===== config.mk =====
export PLATFORM = sky130hd
export DESIGN_NAME = wb_broadcaster_flat
export DESIGN_NICKNAME = d
export VERILOG_FILES = /design/src/rtl/wb_broadcaster_if.sv /design/src/rtl/wb_broadcaster.sv /design/src/flat_wrapper.sv
export SDC_FILE = /design/constraint.sdc
export NUM_CORES = 1
export LEC_CHECK = 0
export ABC_AREA = 1
export BUFFER_PORTS_ARGS = -buffer_cell sky130_fd_sc_hd__buf_2
export CAP_MARGIN = 20
export CORE_MARGIN = 10
export CORE_UTILIZATION = 30
export DETAILED_ROUTE_END_ITERATION = 10
export PLACE_DENSITY = 0.58
export SETUP_SLACK_MARGIN = 0.02
export SLEW_MARGIN = 20
export SYNTH_ARGS = -nofsm -noshare
export SYNTH_HDL_FRONTEND = slang
export SYNTH_SLANG_ARGS = --single-unit

===== constraint.sdc =====
create_clock -name clk -period 8.64 [get_ports clk]
set_clock_uncertainty 0.2 [all_clocks]
set_input_delay 0.432 -clock clk [delete_from_list [all_inputs] [get_ports clk]]
set_output_delay 0.432 -clock clk [all_outputs]
set_load 0.05 [all_outputs]

===== src/rtl/wb_broadcaster_if.sv =====
// Producer-side handshake and shared write-back bus of the write-back broadcaster.
// The producers and register file act as master; the broadcaster is the slave.
interface wb_broadcaster_if #(
   parameter int NUM_SRC = 4,
   parameter int DATA_W  = 32,
   parameter int REG_W   = 5,
   parameter int TAG_W   = 4
);
   logic [NUM_SRC-1:0]        src_valid;
   logic [NUM_SRC-1:0]        src_ready;
   logic [NUM_SRC*DATA_W-1:0] src_data;
   logic [NUM_SRC*REG_W-1:0]  src_reg;
   logic [NUM_SRC*TAG_W-1:0]  src_tag;
   logic                      wb_valid;
   logic [DATA_W-1:0]         wd;
   logic [REG_W-1:0]          wr;
   logic [TAG_W-1:0]          w_tag;

   modport master (
      output src_valid, src_data, src_reg, src_tag,
      input  src_ready, wb_valid, wd, wr, w_tag
   );

   modport slave (
      input  src_valid, src_data, src_reg, src_tag,
      output src_ready, wb_valid, wd, wr, w_tag
   );
endinterface


===== src/rtl/wb_broadcaster.sv =====
// Collects functional-unit results into per-source hold slots and broadcasts one per cycle
// on the write-back bus, choosing among full slots round-robin.
module wb_broadcaster #(
   parameter int NUM_SRC     = 4,
   parameter int DATA_W      = 32,
   parameter int REG_W       = 5,
   parameter int TAG_W       = 4,
   parameter int TAG_INVALID = 0
) (
   input logic             clk,
   input logic             rst_tag,
   wb_broadcaster_if.slave bus
);
   localparam int PTR_W = (NUM_SRC > 1) ? $clog2(NUM_SRC) : 1;
   localparam logic [TAG_W-1:0] TAG_IDLE = TAG_W'(TAG_INVALID);

   logic [NUM_SRC-1:0] full;
   logic [NUM_SRC-1:0] grant;
   logic [NUM_SRC-1:0] accept;
   logic [DATA_W-1:0]  slot_data [NUM_SRC];
   logic [REG_W-1:0]   slot_reg  [NUM_SRC];
   logic [TAG_W-1:0]   slot_tag  [NUM_SRC];
   logic [PTR_W-1:0]   ptr;
   logic [PTR_W-1:0]   grant_idx;
   logic               grant_any;

   // Scan full slots starting at the round-robin pointer; the first hit wins.
   always_comb begin
      grant     = '0;
      grant_idx = '0;
      grant_any = 1'b0;
      for (int k = 0; k < NUM_SRC; k++) begin
         if (!grant_any && full[(int'(ptr) + k) % NUM_SRC]) begin
            grant_any = 1'b1;
            grant_idx = PTR_W'((int'(ptr) + k) % NUM_SRC);
            grant[(int'(ptr) + k) % NUM_SRC] = 1'b1;
         end
      end
   end

   // A slot being drained this cycle can take a new result, so a granted source streams at full rate.
   assign bus.src_ready = rst_tag ? '0 : (~full | grant);
   assign accept        = bus.src_valid & bus.src_ready;

   always_ff @(posedge clk or posedge rst_tag) begin
      if (rst_tag) begin
         full         <= '0;
         ptr          <= '0;
         bus.wb_valid <= 1'b0;
         bus.wd       <= '0;
         bus.wr       <= '0;
         bus.w_tag    <= TAG_IDLE;
      end else begin
         if (grant_any) begin
            bus.wb_valid <= 1'b1;
            bus.wd       <= slot_data[grant_idx];
            bus.wr       <= slot_reg[grant_idx];
            bus.w_tag    <= slot_tag[grant_idx];
            ptr          <= (grant_idx == PTR_W'(NUM_SRC - 1)) ? '0 : grant_idx + PTR_W'(1);
         end else begin
            bus.wb_valid <= 1'b0;
            bus.wd       <= '0;
            bus.wr       <= '0;
            bus.w_tag    <= TAG_IDLE;
         end
         // Results carrying the invalid tag are consumed but never occupy a slot.
         for (int i = 0; i < NUM_SRC; i++) begin
            if (accept[i]) begin
               full[i] <= (bus.src_tag[i*TAG_W +: TAG_W] != TAG_IDLE);
            end else if (grant[i]) begin
               full[i] <= 1'b0;
            end
         end
      end
   end

   always_ff @(posedge clk) begin
      for (int i = 0; i < NUM_SRC; i++) begin
         if (accept[i]) begin
            slot_data[i] <= bus.src_data[i*DATA_W +: DATA_W];
            slot_reg[i]  <= bus.src_reg[i*REG_W +: REG_W];
            slot_tag[i]  <= bus.src_tag[i*TAG_W +: TAG_W];
         end
      end
   end
endmodule

===== src/flat_wrapper.sv =====
// flat-port wrapper written by rule: the top's interface ports become plain ports
module wb_broadcaster_flat 
#(
   parameter int NUM_SRC     = 4,
   parameter int DATA_W      = 32,
   parameter int REG_W       = 5,
   parameter int TAG_W       = 4,
   parameter int TAG_INVALID = 0
)
  (clk, rst_tag, bus_src_valid, bus_src_data, bus_src_reg, bus_src_tag, bus_src_ready, bus_wb_valid, bus_wd, bus_wr, bus_w_tag);
  wb_broadcaster_if #(.NUM_SRC(NUM_SRC), .DATA_W(DATA_W), .REG_W(REG_W), .TAG_W(TAG_W)) bus_i ();
  input logic clk;
  input logic rst_tag;
  input wire logic [$bits(bus_i.src_valid)-1:0] bus_src_valid;
  input wire logic [$bits(bus_i.src_data)-1:0] bus_src_data;
  input wire logic [$bits(bus_i.src_reg)-1:0] bus_src_reg;
  input wire logic [$bits(bus_i.src_tag)-1:0] bus_src_tag;
  output wire logic [$bits(bus_i.src_ready)-1:0] bus_src_ready;
  output wire logic [$bits(bus_i.wb_valid)-1:0] bus_wb_valid;
  output wire logic [$bits(bus_i.wd)-1:0] bus_wd;
  output wire logic [$bits(bus_i.wr)-1:0] bus_wr;
  output wire logic [$bits(bus_i.w_tag)-1:0] bus_w_tag;
  assign bus_i.src_valid = bus_src_valid;
  assign bus_i.src_data = bus_src_data;
  assign bus_i.src_reg = bus_src_reg;
  assign bus_i.src_tag = bus_src_tag;
  assign bus_src_ready = bus_i.src_ready;
  assign bus_wb_valid = bus_i.wb_valid;
  assign bus_wd = bus_i.wd;
  assign bus_wr = bus_i.wr;
  assign bus_w_tag = bus_i.w_tag;
  wb_broadcaster #(.NUM_SRC(NUM_SRC), .DATA_W(DATA_W), .REG_W(REG_W), .TAG_W(TAG_W), .TAG_INVALID(TAG_INVALID)) u_core (.clk(clk), .rst_tag(rst_tag), .bus(bus_i));
endmodule

Yosys cells after proc, flatten, opt, wreduce, memory -nomap -nowiden:

Memory sizes are Yosys's and may differ from the RTL's.
Index checks and enable logic that the tools add are counted.

* add/subtract/negate cells: 4
* order comparisons: 8
* equality and inequality tests: 1
* mux-type cells: 53
* bitwise operators: 9
* reduce and logical (&&, ||, !) cells: 21

Operator list (count)
* 2-to-1 mux 1 bit: 32
* 2-to-1 mux 32 bit: 1
* 2-to-1 mux 4 bit: 6
* OR 4 bit: 4
* nonzero test 4 bit: 4
* < comparator 3 x 4 -> 1 bit, second input constant: 3
* 2-to-1 mux 2 bit: 5
* >= comparator 3 x 1 -> 1 bit, second input constant: 3
* binary-select mux 1 bit (select 2 bit): 4
* demux 1 bit (select 2 bit): 4
* nonzero test 2 bit: 4
* logical AND 1 bit: 7
* OR reduction 2 bit: 3
* 2-to-1 mux 5 bit: 1
* adder 2 x 1 -> 2 bit, second input constant: 2
* adder 2 bit, second input constant: 2
* bitwise AND 4 bit: 1
* NOT 4 bit: 1
* bitwise AND 1 bit, first input constant: 3
* logical NOT 1 bit: 3
* < comparator 2 x 3 -> 1 bit, second input constant: 1
* equality test 2 bit, second input constant: 1
* >= comparator 2 x 1 -> 1 bit, second input constant: 1

* register bits after elaboration: 48
* memory bits (writable): 164
* input bits: 170
* logic and storage cells: 108
* memories kept: 3

Memories
* u_core.slot_data: words 4, width 32, rd ports 1, clocked after memory_dff 0, wr ports 4, line wb_broadcaster.sv:20 `logic [DATA_W-1:0] slot_data [NUM_SRC];`
* u_core.slot_reg: words 4, width 5, rd ports 1, clocked after memory_dff 0, wr ports 4, line wb_broadcaster.sv:21 `logic [REG_W-1:0] slot_reg [NUM_SRC];`
* u_core.slot_tag: words 4, width 4, rd ports 1, clocked after memory_dff 0, wr ports 4, line wb_broadcaster.sv:22 `logic [TAG_W-1:0] slot_tag [NUM_SRC];`

Logic depth before layout (Yosys ltp):

* word-level depth: 19
* gate-level depth with buffers: 13
* depth with buffers taken out: 12

Least setup slack after synthesis:

Ideal clock, no wire load.

* path type: register -> register
* from: register u_core.ptr[0]
* to: memory u_core.slot_data[0][0] (enable)
* library setup time: 490 ps
* arrival: 4488 ps
* setup slack: 3462 ps
* stages on the path, launching flop included: 11
* path buffers: 0
* period minus slack after synthesis: 5178 ps
* cells stage by stage: dfrtp_1 > inv_2 > ha_1 > inv_1 > nand2_1 > nand2_2 > nor2_8 > nand2_1 > o21ai_0 > nor3_1 > nor3_1

RTL lines
* from (decl): line wb_broadcaster.sv:23 `logic [PTR_W-1:0] ptr;`
* from (signal assigned): line wb_broadcaster.sv:59 `ptr <= (grant_idx == PTR_W'(NUM_SRC - 1)) ? '0 : grant_idx + PTR_W'(1);`
* to (decl): line wb_broadcaster.sv:20

Worst setup path after layout:

* from: register u_core.ptr[0]
* to: register u_core.bus.wd[24]

* longest elaborated chain between the ends: 14
* elaborated cells between the ends (all ways): 30

Ends and longest elaborated chain
* adder 2 x 1 -> 2 bit / binary-select mux 1 bit (select 2 bit) (equally long branches): line wb_broadcaster.sv:33, wb_broadcaster.sv:35
* binary-select mux 1 bit (select 2 bit) / 2-to-1 mux 1 bit (equally long branches): line wb_broadcaster.sv:33 `if (!grant_any && full[(int'(ptr) + k) % NUM_SRC]) begin`
* 2-to-1 mux 1 bit (not written as such): line wb_broadcaster.sv:33
* 2-to-1 mux 1 bit (not written as such) / logical NOT 1 bit (equally long branches): line wb_broadcaster.sv:33
* logical AND 1 bit: line wb_broadcaster.sv:33
* 2-to-1 mux 1 bit: line wb_broadcaster.sv:33
* logical NOT 1 bit: line wb_broadcaster.sv:33
* logical AND 1 bit: line wb_broadcaster.sv:33
* 2-to-1 mux 1 bit: line wb_broadcaster.sv:33
* logical NOT 1 bit: line wb_broadcaster.sv:33
* logical AND 1 bit: line wb_broadcaster.sv:33
* 2-to-1 mux 2 bit: line wb_broadcaster.sv:33
* memory read (4 x 32 bit)
* 2-to-1 mux 32 bit (*): line wb_broadcaster.sv:54 `if (grant_any) begin`
* to (signal assigned): line wb_broadcaster.sv:56 `bus.wd <= slot_data[grant_idx];`
* to (decl): line wb_broadcaster_if.sv:26 `output src_ready, wb_valid, wd, wr, w_tag`

Every way passes the cells marked *; elsewhere a longest branch is shown, timed or not. The select of a mux whose other input is x is not followed.
A chain may end at the register's enable or synchronous reset.

==> results by group <==
Floorplan
  • Core area: 29800 sq um
  • Die width: 194 um
  • Die area: 37800 sq um
  • Initial core utilization: 30.6%
  • IO Pins: 216
  • Rows: 63
  • Die Y: 194 um

Run
  • Maxcap violations: 0

Clock tree
  • Clock Pin Slew Worst Setup and Hold Paths: 0.06 ns
  • PostCTS Resize Cnt: 0
  • Clock Root Buffer: clkbuf_16
  • Worst skew pair latency: 0.52 ns
  • Clock Tree Buf Depth: 3
  • Num CTS Buffers: 24
  • CTS Sinks: 212
  • CTS tree: yes
  • # H-tree levels: 1

Setup path
  • Critical Path RT: 8.87 ns
  • Critical path class: reg2reg
  • CP dominant cell by count: nand2_1
  • WP depth: 11
  • CP top delay family: simple AND/OR/NAND/NOR gates
  • CP Launch Point: u_core.ptr[0]
  • Worst R2R End: u_core.bus.wd[24]
  • Worst-path fanout max: 84
  • Critical Path End Type: register
  • Worst setup path end: u_core.bus.wd[24]
  • Reg2reg setup slack: 4.35 ns
  • Length in cells of the worst reg-to-reg path: 11
  • Critical Path AT: 4.52 ns
  • CP bufs+invs: 2
  • Crit path cell chain: inv_2 -> ha_1 -> inv_1 -> nand2_1 -> nand2_2 -> o21ai_1 -> nand2_4 -> nand3_4 -> nand2_1 -> nand3_1 -> a21oi_1
  • Largest stage delay, worst path: 1.01 ns
  • Critical path launch point type: register
  • Slowest stage cell, crit path: nand3_4
  • Worst R2R Start: u_core.ptr[0]

STA
  • Hold Vio Cnt, Final: 0
  • Relative slew slack: 27.2%
  • Final hold slack: 0.0270 ns
  • Setup TNS: 0 ns
  • Final max-slew violation count: 0
  • Slew @ Worst Pin: 1.09 ns
  • Final setup vio count: 0
  • Min Clock Period, post-route: 4.29 ns
  • Fmax: 233 MHz
  • Fin crit share: 49.6%
  • RSZ-0062 raised after global routing: false

Yosys
  • Seq cells post-synth: 212
  • YS warnings: 0
  • Post-synthesis average cell area: 11.0 sq um
  • Netlist Area Pre-Place: 9120 sq um
  • Cells after Synth: 829
  • Main area contributors after synthesis: edfxtp_1 54%, dfrtp_1 13%, inv_1 7.6%, nand4_1 5.7%, nand3_1 5.0%
  • Yosys top cell by area: edfxtp_1
  • Yosys cell types: 29
  • Area share of the largest cell type after synthesis: 54.0%
  • Syn nets: 1005
  • Sequential area share after synthesis: 67.2%

GRT
  • Largest net degree at the start of global routing: 85
  • GRT Overall Usage: 14.5%
  • Global-route wire length before repair: 44500 um
  • Vias in the first global route: 7806
  • Total gr overflow: 0
  • Initial antenna violation count: 2

Placement
  • Port bufs: 215
  • Post-DP HPWL: 17200 um
  • RD Place Congestion: 0.794

Route
  • WL/cell: 18.0 um
  • WL final: 28800 um
  • Initial drt markers: 414
  • Vias post-DR: 7392
  • DR DRC count: 0
  • Drt first pass iters: 5
  • Detail Route Antenna Nets: 0
  • Via density per instance: 4.61

Run status
  • Outcome: completed

Layout
  • Fraction of layout cells with a size suffix above 1: 23.6%
  • Max FFs per register: 128
  • Synth-to-Final Area Change: 42.0%
  • Final net count: 1372
  • Fill cells: 2774

Worst hold path
  • Hold depth: 3
  • Worst Hold Class: in2reg

Power
  • P_leak: 5.88 nW
  • Power Density: 423 nW/um^2
  • Worst VDD drop: 0.415 mV
worst min path at each step:
| stage | from | to | slack (ns) |
|---|---|---|---|
| 2_1_floorplan | u_core.full[0] | u_core.full[0] | 0.27 |
| 3_3_place_gp | u_core.full[0] | u_core.full[0] | 0.33 |
| 3_5_place_dp | u_core.full[0] | u_core.full[0] | 0.33 |
| 4_1_cts | bus_src_valid[2] | u_core.full[2] | 0.01 |
| 5_1_grt | bus_src_valid[2] | u_core.full[2] | 0.04 |
| 6_report | bus_src_valid[2] | u_core.full[2] | 0.03 |
per-stage QoR:
step | cells | worst slack, ns | area (sq um) | util [%] | total power [mW]
after global placement | 1392 | 4.33 | 10500 | 35.2 | 4.41
after global routing | 1605 | 3.98 | 13000 | 43.5 | 5.87
after CTS | 1604 | 4.15 | 12900 | 43.4 | 5.53
after floorplan | 829 | 3.46 | 9120 | - | 3.82
after detailed placement | 1392 | 4.22 | 10500 | 35.2 | 4.47
final | 1605 | 4.35 | 13000 | 43.5 | 5.47
area by class of cell:
| class | instances | area [sq um] | area share [%] |
|---|---|---|---|
| flip-flops and latches | 212 | 6130 | 47.3 |
| diodes | 1 | 2.50 | 0.0193 |
| clock inverters | 10 | 58.8 | 0.454 |
| repair buffers | 390 | 2810 | 21.7 |
| inverters | 188 | 707 | 5.46 |
| multi-input cells | 380 | 2050 | 15.8 |
| well taps | 390 | 488 | 3.77 |
| clock buffers | 34 | 709 | 5.48 |
per-layer routing:
layer  GRT usage (%)  share of wire, %  vias up
li1                -                 -     3523
met1            17.3                41     3549
met4            3.89               2.3        2
met2            25.6                50      279
met3            3.53               6.5       39
met5               0             0.045        -
synthesized netlist by cell type (all sizes together):
| cell | number |
|---|---|
| inv | 187 |
| edfxtp | 164 |
| nand2 | 114 |
| nand3 | 97 |
| nand4 | 83 |
| dfrtp | 48 |
| buf | 43 |
| a21oi | 42 |
| nor2 | 12 |
| nor3 | 8 |
| clkbuf | 6 |
| ha | 6 |
| a22oi | 4 |
| nor4 | 4 |
| o21ai | 4 |
| o31ai | 4 |
| a31oi | 1 |
| clkinv | 1 |
| xnor2 | 1 |
power by group:
part / leakage [nW] / internal [mW] / switching, mW
logic: 3.43 / 0.828 / 2.12
registers: 2.07 / 1.44 / 0.0960
clock network: 0.382 / 0.572 / 0.419
total: 5.88 / 2.84 / 2.63
cell families (layout without fill, tap and decap cells):
kind of cell	after synthesis	count (layout)	share of synthesized area (%)
adders and majority gates	6	6	0.823
AOI/OAI and AO/OA	55	55	3.25
DFF	212	212	67.2
buffers and inverters	237	622	10.9
other	0	1	0
and+or+nand+nor	318	318	17.8
xor gates and xnor gates	1	1	0.0961
layout by cell type, fill, tap and decap left out, types with 3 or more instances in the layout:
cell | synthesis | routed
a21oi_1 | 42 | 42
a22oi_1 | 4 | 4
buf_2 | 29 | 215
buf_4 | 7 | 7
clkbuf_1 | 6 | 4
clkbuf_16 | 0 | 25
clkbuf_8 | 0 | 5
clkinv_2 | 1 | 7
dfrtp_1 | 48 | 48
dlygate4sd3_1 | 0 | 168
edfxtp_1 | 164 | 164
ha_1 | 6 | 6
inv_1 | 184 | 183
inv_2 | 3 | 4
nand2_1 | 106 | 104
nand2_2 | 7 | 6
nand2_4 | 1 | 4
nand3_1 | 91 | 91
nand3_2 | 5 | 4
nand4_1 | 83 | 83
nor2_1 | 11 | 11
nor3_1 | 8 | 4
nor3_2 | 0 | 4
nor4_1 | 4 | 4
o21ai_0 | 3 | 3
o31ai_1 | 4 | 4
what timing repair did:
action | CTS | global route
setup buffers | 0 | 0
hold endpoints to repair | 189 | 0
hold buffers | 168 | 0
worst min-delay path, delay by kind of cell:
kind / cells / cell delay [ns]
buffers and inverters: 2 / 0.17
AOI/OAI and AO/OA: 1 / 0.09
Note: power is estimated with default switching activity, not from simulation.
